==> config.mk <==
export PLATFORM = sky130hd
export DESIGN_NAME = zone_alarm_ctrl
export DESIGN_NICKNAME = d
export VERILOG_FILES = /design/src/rtl/zone_alarm_ctrl.sv
export SDC_FILE = /design/constraint.sdc
export NUM_CORES = 1
export LEC_CHECK = 0
export BUFFER_PORTS_ARGS = -buffer_cell sky130_fd_sc_hd__clkbuf_2
export CORE_MARGIN = 5
export CORE_UTILIZATION = 53
export CTS_CLUSTER_DIAMETER = 80
export CTS_CLUSTER_SIZE = 12
export DETAILED_ROUTE_END_ITERATION = 10
export PLACE_DENSITY = 0.77
export SKIP_LAST_GASP = 1
export SLEW_MARGIN = 20
export SYNTH_ARGS = -nofsm -noshare
export SYNTH_HDL_FRONTEND = slang
export SYNTH_SLANG_ARGS = --single-unit
==> constraint.sdc <==
create_clock -name i_clk -period 2.17 [get_ports i_clk]
set_input_delay 0.434 -clock i_clk [delete_from_list [all_inputs] [get_ports i_clk]]
set_output_delay 0.434 -clock i_clk [all_outputs]
set_load 0.03 [all_outputs]
==> src/rtl/zone_alarm_ctrl.sv <==
// Multi-zone alarm controller: entry delay, timed siren with silenced re-trigger, zone latching.
// Build option: define INSTANT_ZONE_EN to add i_instant_mask (zones that bypass the entry delay).
module zone_alarm_ctrl #(
    parameter int NUM_ZONES     = 4,
    parameter int ENTRY_DELAY   = 16,
    parameter int ALARM_TIMEOUT = 64,
    parameter int CNT_W         = 8
) (
    input  logic                 i_clk,
    input  logic                 i_rst,
    input  logic                 i_arm,
    input  logic                 i_disarm,
    input  logic [NUM_ZONES-1:0] i_sensor,
    input  logic [NUM_ZONES-1:0] i_zone_mask,
`ifdef INSTANT_ZONE_EN
    input  logic [NUM_ZONES-1:0] i_instant_mask,
`endif
    output logic                 o_alarm,
    output logic [2:0]           o_state,
    output logic [NUM_ZONES-1:0] o_zone_latched,
    output logic                 o_arm_fail
);

    typedef enum logic [2:0] {
        S_DISARMED = 3'd0,
        S_ARMED    = 3'd1,
        S_ENTRY    = 3'd2,
        S_ALARM    = 3'd3,
        S_SILENCED = 3'd4
    } state_t;

    localparam logic [CNT_W-1:0] ENTRY_LOAD = CNT_W'(ENTRY_DELAY - 1);
    localparam logic [CNT_W-1:0] ALARM_LOAD = CNT_W'(ALARM_TIMEOUT - 1);

    state_t               r_state;
    logic [CNT_W-1:0]     r_cnt;
    logic [NUM_ZONES-1:0] w_trip_vec;
    logic                 w_trip;
    logic                 w_instant;

    assign w_trip_vec = i_sensor & i_zone_mask;
    assign w_trip     = |w_trip_vec;
`ifdef INSTANT_ZONE_EN
    assign w_instant  = |(w_trip_vec & i_instant_mask);
`else
    assign w_instant  = 1'b0;
`endif

    assign o_state = r_state;

    // o_alarm is written alongside every state change so it always equals (state == ALARM).
    always_ff @(posedge i_clk) begin
        if (i_rst) begin
            r_state        <= S_DISARMED;
            r_cnt          <= '0;
            o_alarm        <= 1'b0;
            o_zone_latched <= '0;
            o_arm_fail     <= 1'b0;
        end else begin
            o_arm_fail <= 1'b0;
            if (i_disarm) begin
                r_state        <= S_DISARMED;
                r_cnt          <= '0;
                o_alarm        <= 1'b0;
                o_zone_latched <= '0;
            end else begin
                case (r_state)
                    S_DISARMED: begin
                        o_alarm <= 1'b0;
                        if (i_arm && !w_trip) begin
                            r_state <= S_ARMED;
                        end else if (i_arm) begin
                            o_arm_fail <= 1'b1;
                        end
                    end
                    S_ARMED: begin
                        o_zone_latched <= o_zone_latched | w_trip_vec;
                        if (w_instant) begin
                            r_state <= S_ALARM;
                            r_cnt   <= ALARM_LOAD;
                            o_alarm <= 1'b1;
                        end else if (w_trip) begin
                            r_state <= S_ENTRY;
                            r_cnt   <= ENTRY_LOAD;
                            o_alarm <= 1'b0;
                        end else begin
                            o_alarm <= 1'b0;
                        end
                    end
                    S_ENTRY: begin
                        o_zone_latched <= o_zone_latched | w_trip_vec;
                        if (w_instant || r_cnt == '0) begin
                            r_state <= S_ALARM;
                            r_cnt   <= ALARM_LOAD;
                            o_alarm <= 1'b1;
                        end else begin
                            r_cnt   <= r_cnt - CNT_W'(1);
                            o_alarm <= 1'b0;
                        end
                    end
                    S_ALARM: begin
                        o_zone_latched <= o_zone_latched | w_trip_vec;
                        if (r_cnt == '0) begin
                            r_state <= S_SILENCED;
                            o_alarm <= 1'b0;
                        end else begin
                            r_cnt   <= r_cnt - CNT_W'(1);
                            o_alarm <= 1'b1;
                        end
                    end
                    S_SILENCED: begin
                        o_zone_latched <= o_zone_latched | w_trip_vec;
                        if (w_trip) begin
                            r_state <= S_ALARM;
                            r_cnt   <= ALARM_LOAD;
                            o_alarm <= 1'b1;
                        end else begin
                            o_alarm <= 1'b0;
                        end
                    end
                    default: begin
                        r_state        <= S_DISARMED;
                        r_cnt          <= '0;
                        o_alarm        <= 1'b0;
                        o_zone_latched <= '0;
                    end
                endcase
            end
        end
    end

endmodule
# Word-level counts from Yosys, hierarchy flattened
# Cells that the tools add are included.
# op_classes
muxes,17
div,0
magnitude_cmp,0
n_eq_ne,10
n_bitwise,3
reduce_logical,10
shifts,0
n_addsub,1
multipliers,0
# op_table
op,n
case mux 8 bit (5 select lines),1
two-way mux 8 bit,4
two-way mux 3 bit,5
case mux 3 bit (5 select lines),1
inequality test 2 bit (second input constant),6
OR reduction 4 bit,3
zero test 8 bit,1
case mux 4 bit (2 select lines),1
subtractor 8 x 1 -> 8 bit (second input constant),1
equality test 3 x 2 -> 1 bit (second input constant),2
AND reduction 5 bit,1
bitwise AND 4 bit,1
two-way mux 1 bit,4
bitwise OR 4 bit,1
AND reduction 4 bit,1
equality test 3 x 1 -> 1 bit (second input constant),1
equality test 3 bit (second input constant),1
zero test 3 bit,1
case mux 1 bit (3 select lines),1
OR reduction 2 bit,1
logical AND 1 bit,1
zero test 1 bit,1
inverter 1 bit,1
# word_totals
memories,0
regBits,17
elab_cells,46
latch_bits,0
ramBits,0
rom_bits,0
output_inout_bits,9

# Depth between registers and ports, before layout
# Gate-level depths: netlist of the first run.
# logic_depth
ltp_word,6
ltp_mapped,7
mapped_depth_nobuf,7

# Worst setup path after synthesis of the first run
# No wires, ideal clock.
# synth_timing
path_kind,register to register
from,register r_cnt[0]
to,register r_cnt[3]
t_arrival_ps,1810
slack_ps,242
path_buffers,0
stages_incl_launch_ff,8
cell_sequence,dfxtp_1 > inv_1 > ha_1 > or3b_2 > or2_4 > a22oi_2 > o22ai_2 > a32o_1
# synth_between
elab_chain_len,3
# synth_lines
element,line_no,rtl
"start, declared",36,logic [CNT_W-1:0] r_cnt;
"start signal, assigned",97,r_cnt <= r_cnt - CNT_W'(1);
"start signal, assigned",107,r_cnt <= r_cnt - CNT_W'(1);
subtractor 8 x 1 -> 8 bit or zero test 8 bit (tied branches),-,
"two-way mux 8 bit, or another cell as far along",103,if (r_cnt == '0) begin
case mux 8 bit (5 select lines) or AND reduction 4 bit (tied branches),-,
# Parallel ways exist; a longest one is shown, timed or not. The select of a mux whose other input is x is not followed.
# A chain may end at the register's enable or synchronous reset.

# Final worst setup path of the first run
# layout_timing
from,register r_cnt[0]
to,register r_cnt[2]
# Same word-level chain as after synthesis.

==> results of run 1 <==
[what timing repair did]
action	CTS	global route
setup endpoints to repair	0	1
gates resized for setup	0	1
hold buffers	0	0
[worst reg2reg max path, stage by stage, from the launching register on]
cell and delay, ns:
dfxtp_1 0.35, inv_1 0.09, ha_1 0.14, or3b_4 0.41, or2_4 0.27, a22oi_2 0.20, o22ai_2 0.13, a32o_1 0.27
[final cells by class]
class	count	area share, %
Multi-Input combinational cell	99	53.5
Timing Repair Buffer	27	12.5
Clock inverter	1	0.409
Clock buffer	3	1.84
Inverter	4	1.23
Tap cell	27	2.76
Sequential cell	17	27.8
[through the flow]
step | total power [mW] | setup slack [ns] | utilization [%]
6_report | 0.571 | 0.216 | 64.4
5_1_grt | 0.602 | 0.114 | 64.4
4_1_cts | 0.578 | 0.122 | 64.3
3_5_place_dp | 0.404 | 0.139 | 62.8
3_3_place_gp | 0.403 | 0.185 | 62.8
2_1_floorplan | 0.374 | 0.242 | -
[layer usage]
layer / vias up / GRT usage, % / wire length, um
li1: 519 / - / -
met1: 495 / 27.0 / 1210
met2: 50 / 32.3 / 1220
met3: 9 / 3.32 / 194
met4: 0 / 8.30 / 56
met5: - / 0 / 0
[final timing paths]
| check | to | from | depth (start not counted) |
|---|---|---|---|
| setup / recovery | r_cnt[2] | r_cnt[0] | 7 |
| hold / removal | o_arm_fail | i_arm | 3 |
| setup reg to reg | r_cnt[2] | r_cnt[0] | 7 |
| hold reg to reg | o_zone_latched[0] | o_zone_latched[0] | 2 |
[registers in the layout, summed over array words and instances (netlist names)]
register        flops
o_zone_latched      4
r_cnt               8
o_state             3
o_arm_fail          1
o_alarm             1
[cell usage in the layout (no fill, tap or decap), drive strengths merged, types with 2 or more instances in the layout]
cell type,synthesis,layout
clkbuf,4,23
dfxtp,17,17
nor2,12,12
o21ai,11,11
nand2,9,9
buf,2,7
a21oi,6,6
a31oi,6,6
nor3,5,5
inv,4,4
a32o,4,4
a22oi,4,4
nor2b,3,3
xor2,3,3
nor3b,2,2
nand2b,2,2
a22o,2,2
a211oi,2,2
a21o,2,2
nand3,2,2
and2,2,2
o21a,2,2
ha,2,2
nor4,2,2
o22ai,2,2
[cell families after synthesis]
logic type | synth area share [%]
adders and majority gates | 2.42
DFF | 32.9
xor gates and xnor gates | 3.39
buffers and inverters | 3.87
AOI/OAI and AO/OA | 31.1
and+or+nand+nor | 26.3
[power by group through the flow]
| stage | Combinational [mW] | Sequential [mW] | Clock, mW |
|---|---|---|---|
| detailed placement | 0.0798 | 0.325 | 0 |
| global route | 0.0897 | 0.318 | 0.194 |
| floorplan | 0.0471 | 0.327 | 0 |
| finish | 0.0827 | 0.317 | 0.171 |
| global placement | 0.0785 | 0.324 | 0 |
| CTS | 0.0810 | 0.317 | 0.179 |
==> flow_summary_export.csv, run 1 <==
group,metric,value,unit
status,status,"finished clean",
detailed_routing,wl_per_cell,15.0,um
clock_network,cts_root_buffer,"clkbuf_4",
power,internal_power,0.416,mW
finish,multi_input_area,656,um^2
logic_synthesis,synth.largest_area_cell,"dfxtp_1",
power,irDropWorstVdd,0.411,mV
logic_synthesis,syn-num-nets,140,
logic_synthesis,avgSynthCellArea,8.20,um^2
floorplanning,coreArea,1900,um^2
worst_setup_path,path_max_fanout,5,
logic_synthesis,synth_seq_cells,17,
global_routing,antenna_found_initial,0,
global_routing,grt_start_max_net_pins,14,
floorplanning,die_height,54.2,um
logic_synthesis,seq_area_frac_synth,32.9,%
sta,finalMaxSlewViolations,0,
clock_network,cts_tree,"built",
finish,final_area,1220,um^2
sta,hold_slack,0.350,ns
placement,port_buffers,20,
clock_network,clk_latency,0.30,ns
worst_setup_path,arrival,2.15,ns
power,power_switching,0.155,mW
placement,post-place-cells,174,
logic_synthesis,synth_cells,126,
detailed_routing,drt_pre_antenna_iters,4,
detailed_routing,antenna_left,0,
sta,post-route-min-period,1.95,ns
power,combinationalPowerShare,14.5,%
logic_synthesis,synth_edf_count,0,
sta,hold_violations,0,
finish,nNetsFinal,166,
worst_setup_path,path_delay_family,"simple AND/OR/NAND/NOR gates",
worst_setup_path,end_kind,"register",
worst_setup_path,reg2reg_setup_slack,0.22,ns
finish,antennaDiodeCount,0,
sta,max_freq,512,MHz
placement,placed_area,1190,um^2
logic_synthesis,synth_top_area_share,32.9,%
sta,tns,0,ns
floorplanning,initial_core_util,54.3,%
sta,final.setup_skew,0.00691,ns
sta,tightest_slew,0.549,ns
detailed_routing,vias_per_cell,6.03,
logic_synthesis,synthFlopType,"dfxtp_1",
logic_synthesis,synth_most_common_cell,"dfxtp_1",
clock_network,htree_levels,1,
floorplanning,die_w,54.2,um
floorplanning,fp-row-count,16,
detailed_routing,drcViolationCount,0,
worst_setup_path,cp_slowest_cell,"or3b_4",
sta,rsz0062_at_grt,"false",
power,seq_power_share,55.6,%
floorplanning,ioPinCount,21,
power,switching_share,27.2,%
global_routing,grtUsageTotal,20.3,%
logic_synthesis,synth-warning-count,0,
global_routing,grt_pass1_vias,984,
clock_network,numCtsBuffers,3,
job,drv_cap,0,
worst_setup_path,cp_num_buf_inv,1,
finish,seq_area,340,um^2
finish,area_growth,18.5,%
global_routing,grt_first_pass_wirelength,4340,um
hold_path,hp-class,"in -> reg",
worst_setup_path,crit_chain,"inv_1 > ha_1 > or3b_4 > or2_4 > a22oi_2 > o22ai_2 > a32o_1",
sta,setup-violations-final,0,
finish,fin_cells,178,
clock_network,cts_sinks,17,
logic_synthesis,async_flop_share,0,%
worst_setup_path,critPathMaxStageDelay,0.41,ns
placement,gp_congestion,0.950,
logic_synthesis,synthTopCellsByCount,"17 x dfxtp_1, 12 x nor2_1, 11 x o21ai_0",
detailed_routing,routed_wl,2670,um
power,leakagePower,0.516,nW
logic_synthesis,netlist_area,1030,um^2
worst_setup_path,cp-start-kind,"register",
logic_synthesis,synth_cell_types,43,
worst_setup_path,crit_type,"reg -> reg",
clock_network,clk_path_buf_depth,2,
sta,finalCritPeriodShare,90.0,%
power,power_density,466,nW/um^2
detailed_routing,drtIter0Drc,58,
finish,n_fill_cell,172,
global_routing,grt-ovfl-total,0,
logic_synthesis,synthTopCellsByArea,"dfxtp_1 33%, o21ai_0 5.3%, nor2_1 4.4%",
clock_network,clk_pin_slew,0.10,ns
finish,layout-drive-gt1-share,25.8,%
power,power_frac_clock,30.0,%
detailed_routing,vias,1073,
placement,dp_hpwl,1960,um
floorplanning,die-area,2930,um^2
clock_network,post_cts_buffers,0,
sta,maxSlewHeadroom,63.2,%
worst_setup_path,required,2.36,ns
Note: power is estimated with default switching activity, not from simulation.
==> run 2, diff against run 1 <==
Settings changed: BUFFER_PORTS_ARGS -buffer_cell sky130_fd_sc_hd__clkbuf_2 to -buffer_cell sky130_fd_sc_hd__buf_2.
==> run 2 against run 1 <==
Clock power about the same. Critical path type unchanged. Flip-flop and latch count unchanged. Combinational power is essentially flat. Critical path depth is the same.
==> flow_summary_export.csv, run 2 (synthesized netlist as in run 1, its figures left out) <==
group,metric,value,unit
placement,dp_slack,0.124,ns
finish,final_common_cell,"buf_2",
global_routing,grt_first_pass_wirelength,4240,um
worst_setup_path,required,2.36,ns
floorplanning,fp-row-count,16,
global_routing,grt-ovfl-total,0,
worst_setup_path,crit_type,"reg -> reg",
floorplanning,die_height,54.2,um
clock_network,cts_sinks,17,
finish,nNetsFinal,166,
floorplanning,die-area,2930,um^2
floorplanning,ioPinCount,21,
clock_network,post_cts_buffers,0,
clock_network,clk_pin_slew,0.10,ns
global_routing,grt_start_max_net_pins,14,
worst_setup_path,arrival,2.15,ns
clock_network,htree_levels,1,
worst_setup_path,end_kind,"register",
sta,finalCritPeriodShare,90.1,%
sta,post-route-min-period,1.96,ns
finish,area_growth,18.4,%
detailed_routing,drt_pre_antenna_iters,4,
hold_path,hp-class,"in -> reg",
detailed_routing,drcViolationCount,0,
finish,final_cell_mix,"20 x buf_2, 17 x dfxtp_1, 12 x nor2_1",
detailed_routing,routed_wl,2620,um
global_routing,grt_pass1_vias,934,
detailed_routing,vias_per_cell,6.11,
detailed_routing,wl_per_cell,14.7,um
job,drv_cap,0,
sta,setup_ws,0.214,ns
power,leakagePower,0.519,nW
sta,hold_violations,0,
floorplanning,die_w,54.2,um
sta,final.setup_skew,0.00818,ns
placement,dp_hpwl,1970,um
floorplanning,initial_core_util,54.3,%
detailed_routing,drtIter0Drc,33,
detailed_routing,vias,1088,
clock_network,numCtsBuffers,3,
detailed_routing,antenna_left,0,
clock_network,clk_latency,0.30,ns
sta,rsz0062_at_grt,"false",
power,irDropWorstVdd,0.386,mV
clock_network,clk_path_buf_depth,2,
finish,layout-drive-gt1-share,25.2,%
sta,tns,0,ns
sta,tightest_slew,0.551,ns
finish,post-route-util,64.3,%
clock_network,hold_buffers,0,
status,status,"finished clean",
power,power_density,468,nW/um^2
worst_setup_path,path_max_fanout,5,
clock_network,cts_tree,"built",
clock_network,cts_root_buffer,"clkbuf_4",
worst_setup_path,cp-start-kind,"register",
global_routing,grtUsageTotal,20.5,%
placement,gp_congestion,0.909,
global_routing,antenna_found_initial,0,
sta,finalMaxSlewViolations,0,
sta,max_freq,511,MHz
placement,port_buffers,20,
finish,regMostFlops,"r_cnt",
finish,antennaDiodeCount,0,
sta,setup-violations-final,0,
floorplanning,coreArea,1900,um^2
finish,largest_reg_flops,8,
sta,maxSlewHeadroom,63.1,%
-- run 2: changes by cell type in the layout (fill, tap and decap cells not counted) --
cell / previous run / this run
clkbuf_2: 20 / 0
buf_2: 0 / 20
clkinv_2: 1 / 0
clkbuf_1: 0 / 1
-- run 2: per-layer routing --
layer | vias to the layer above | track usage, % | routed length (um)
li1 | 519 | - | -
met1 | 519 | 27.6 | 1190
met2 | 44 | 29.1 | 1190
met3 | 6 | 2.77 | 159
met4 | 0 | 15.4 | 76
met5 | - | 0 | 0
-- run 2: worst paths after layout --
check                                  startpoint                end  slack, ns  cells after the start
worst max-delay path                     r_cnt[0]           r_cnt[3]       0.21                      7
worst min-delay path                        i_arm         o_arm_fail       0.37                      3
worst max register to register           r_cnt[0]           r_cnt[3]       0.21                      7
worst min register to register  o_zone_latched[3]  o_zone_latched[3]       0.48                      2
-- run 2: timing repair --
item / 4_1_cts / 5_1_grt
resized for setup: 0 / 1
endpoints found under the hold margin: 0 / 0
setup endpoints to repair: 0 / 4
-- run 2: worst max-delay path, cell delays in order, from the launching register on --
cell	delay, ns
dfxtp_1	0.36
inv_1	0.09
ha_1	0.14
or3b_4	0.41
or2_4	0.27
a22oi_2	0.19
o22ai_2	0.13
a32o_1	0.27
-- run 2: power by group --
part           leakage [nW]  switching (mW)  internal [mW]
logic                 0.367          0.0501         0.0327
clock network        0.0150           0.101         0.0717
registers             0.137         0.00293          0.314
-- run 2: layout make-up --
class                           count  area [um^2]
Clock buffer                        4         26.3
Fill cell                         167          678
Inverter                            4         15.0
Multi-Input combinational cell     99          656
Sequential cell                    17          340
Tap cell                           27         33.8
Timing Repair Buffer               27          153
-- run 2: through the flow --
stage / hold WS [ns] / power [mW] / std cells / cell area (um^2)
4_1_cts: 0.362 / 0.574 / 178 / 1220
5_1_grt: 0.373 / 0.600 / 178 / 1220
2_1_floorplan: 0.465 / 0.374 / 126 / 1030
3_3_place_gp: 0.442 / 0.403 / 174 / 1190
6_report: 0.370 / 0.573 / 178 / 1220
3_5_place_dp: 0.457 / 0.405 / 174 / 1190
==> run 3, diff against run 2 <==
Settings changed: CELL_PAD_IN_SITES_DETAIL_PLACEMENT from default to 1, CELL_PAD_IN_SITES_GLOBAL_PLACEMENT from default to 1, CORE_UTILIZATION 53 to 39.
Clock period 2.17 ns to 2.2 ns, I/O delays scaled along.
==> run 3 against run 2 <==
Setup slack worse by 0.14 ns. Highest routed layer unchanged. Register-to-register slack worse by 0.14 ns. Clock power about the same.
==> flow_summary_export.csv, run 3 (synthesized netlist as in run 1, its figures left out) <==
group,metric,value,unit
status,status,"finished clean",
finish,n_fill_cell,329,
detailed_routing,drt_pre_antenna_iters,4,
finish,post-route-util,49.3,%
hold_path,hp-class,"in -> reg",
detailed_routing,routed_wl,3100,um
floorplanning,coreArea,2500,um^2
detailed_routing,wl_per_cell,17.1,um
finish,final_area,1230,um^2
finish,layout-drive-gt1-share,25.8,%
placement,gp_congestion,0.836,
detailed_routing,vias_per_cell,6.06,
sta,finalMaxSlewViolations,0,
finish,nNetsFinal,166,
sta,max_freq,470,MHz
worst_setup_path,end_kind,"register",
worst_setup_path,arrival,2.37,ns
placement,dp_hpwl,2350,um
sta,tightest_slew,0.572,ns
worst_setup_path,crit_chain,"inv_1 > ha_1 > or3b_4 > nor4_4 > a211oi_2 > nor3_2 > a32o_1",
clock_network,clk_latency,0.29,ns
finish,antennaDiodeCount,0,
power,irDropWorstVdd,0.352,mV
finish,regMostFlops,"r_cnt",
global_routing,grt-ovfl-total,0,
power,combinationalPowerShare,14.7,%
placement,port_buffers,20,
detailed_routing,drtIter0Drc,39,
global_routing,grt_pass1_vias,1080,
sta,final.setup_skew,0.00703,ns
placement,placed_area,1190,um^2
clock_network,hold_buffers,0,
finish,fin_cells,181,
global_routing,grt_first_pass_wirelength,5110,um
finish,final_common_cell,"buf_2",
sta,finalCritPeriodShare,96.7,%
worst_setup_path,path_max_fanout,5,
power,switching_share,27.3,%
sta,maxSlewHeadroom,61.5,%
clock_network,cts_sinks,17,
floorplanning,die_w,61.5,um
global_routing,grtUsageTotal,18.3,%
clock_network,numCtsBuffers,3,
power,finalPower,0.568,mW
power,leakagePower,0.523,nW
sta,post-route-min-period,2.13,ns
worst_setup_path,reg2reg_setup_slack,0.07,ns
worst_setup_path,cp_slowest_cell,"or3b_4",
worst_setup_path,path_delay_family,"simple AND/OR/NAND/NOR gates",
worst_setup_path,crit_type,"reg -> reg",
global_routing,grt_start_max_net_pins,14,
finish,area_growth,19.2,%
finish,largest_reg_flops,8,
power,power_switching,0.155,mW
global_routing,antenna_found_initial,0,
floorplanning,die-area,3780,um^2
worst_setup_path,cp_num_buf_inv,1,
detailed_routing,vias,1097,
power,power_density,461,nW/um^2
clock_network,clk_pin_slew,0.10,ns
sta,hold_violations,0,
clock_network,clk_path_buf_depth,2,
floorplanning,ioPinCount,21,
floorplanning,initial_core_util,41.3,%
clock_network,cts_root_buffer,"clkbuf_4",
detailed_routing,drcViolationCount,0,
floorplanning,die_height,61.5,um
power,seq_power_share,55.2,%
floorplanning,fp-row-count,18,
clock_network,htree_levels,1,
power,power_frac_clock,30.1,%
sta,hold_slack,0.388,ns
worst_setup_path,critPathMaxStageDelay,0.41,ns
job,drv_cap,0,
finish,final_cell_mix,"20 x buf_2, 17 x dfxtp_1, 12 x nor2_1",
worst_setup_path,cp-start-kind,"register",
power,internal_power,0.413,mW
detailed_routing,antenna_left,0,
placement,post-place-cells,176,
worst_setup_path,required,2.45,ns
clock_network,cts_tree,"built",
sta,setup-violations-final,0,
[run 3: cell counts in the layout (fill, tap and decap cells not counted)]
Identical to the previous run, type by type.
[run 3: repair_timing]
action | CTS | global route
setup buffers | 0 | 1
setup endpoints to repair | 0 | 4
gates resized for setup | 0 | 2
[run 3: worst paths after layout]
| path | start | end | depth (start not counted) |
|---|---|---|---|
| worst max-delay path | r_cnt[0] | r_cnt[5] | 7 |
| worst min-delay path | i_arm | o_arm_fail | 3 |
| worst max register to register | r_cnt[0] | r_cnt[5] | 7 |
| worst min register to register | o_zone_latched[1] | o_zone_latched[1] | 2 |
[run 3: cell type report]
| type | count | area (um^2) | area share, % |
|---|---|---|---|
| multi-input cells | 99 | 661 | 53.6 |
| repair buffers | 27 | 153 | 12.4 |
| well taps | 30 | 37.5 | 3.05 |
| inverters | 4 | 15.0 | 1.22 |
| flip-flops and latches | 17 | 340 | 27.6 |
| clock buffers | 4 | 26.3 | 2.13 |
[run 3: worst register-to-register path: stages (launching register included)]
cell and delay [ns]:
dfxtp_1 0.36, inv_1 0.10, ha_1 0.15, or3b_4 0.41
nor4_4 0.36, a211oi_2 0.12, nor3_2 0.39, a32o_1 0.18
[run 3: metal layers]
metal / track usage, % / share of wire [%] / vias to the layer above
li1: - / - / 520
met1: 23.9 / 46 / 533
met2: 29.6 / 47 / 37
met3: 3.35 / 5.2 / 7
met4: 7.27 / 1.5 / 0
met5: 0 / 0 / -
[run 3: power groups by stage]
| stage | logic, mW | clock network (mW) | registers, mW |
|---|---|---|---|
| global route | 0.0910 | 0.194 | 0.314 |
| CTS | 0.0819 | 0.176 | 0.313 |
| finish | 0.0837 | 0.171 | 0.313 |
| floorplan | 0.0465 | 0 | 0.323 |
| detailed placement | 0.0814 | 0 | 0.320 |
| global placement | 0.0789 | 0 | 0.320 |
[run 3: per-stage QoR]
stage / setup WS, ns / TNS (ns)
final: 0.0735 / 0
after global routing: -0.0172 / -0.0250
after CTS: 0.105 / 0
after detailed placement: 0.123 / 0
after global placement: 0.207 / 0
after floorplan: 0.272 / 0
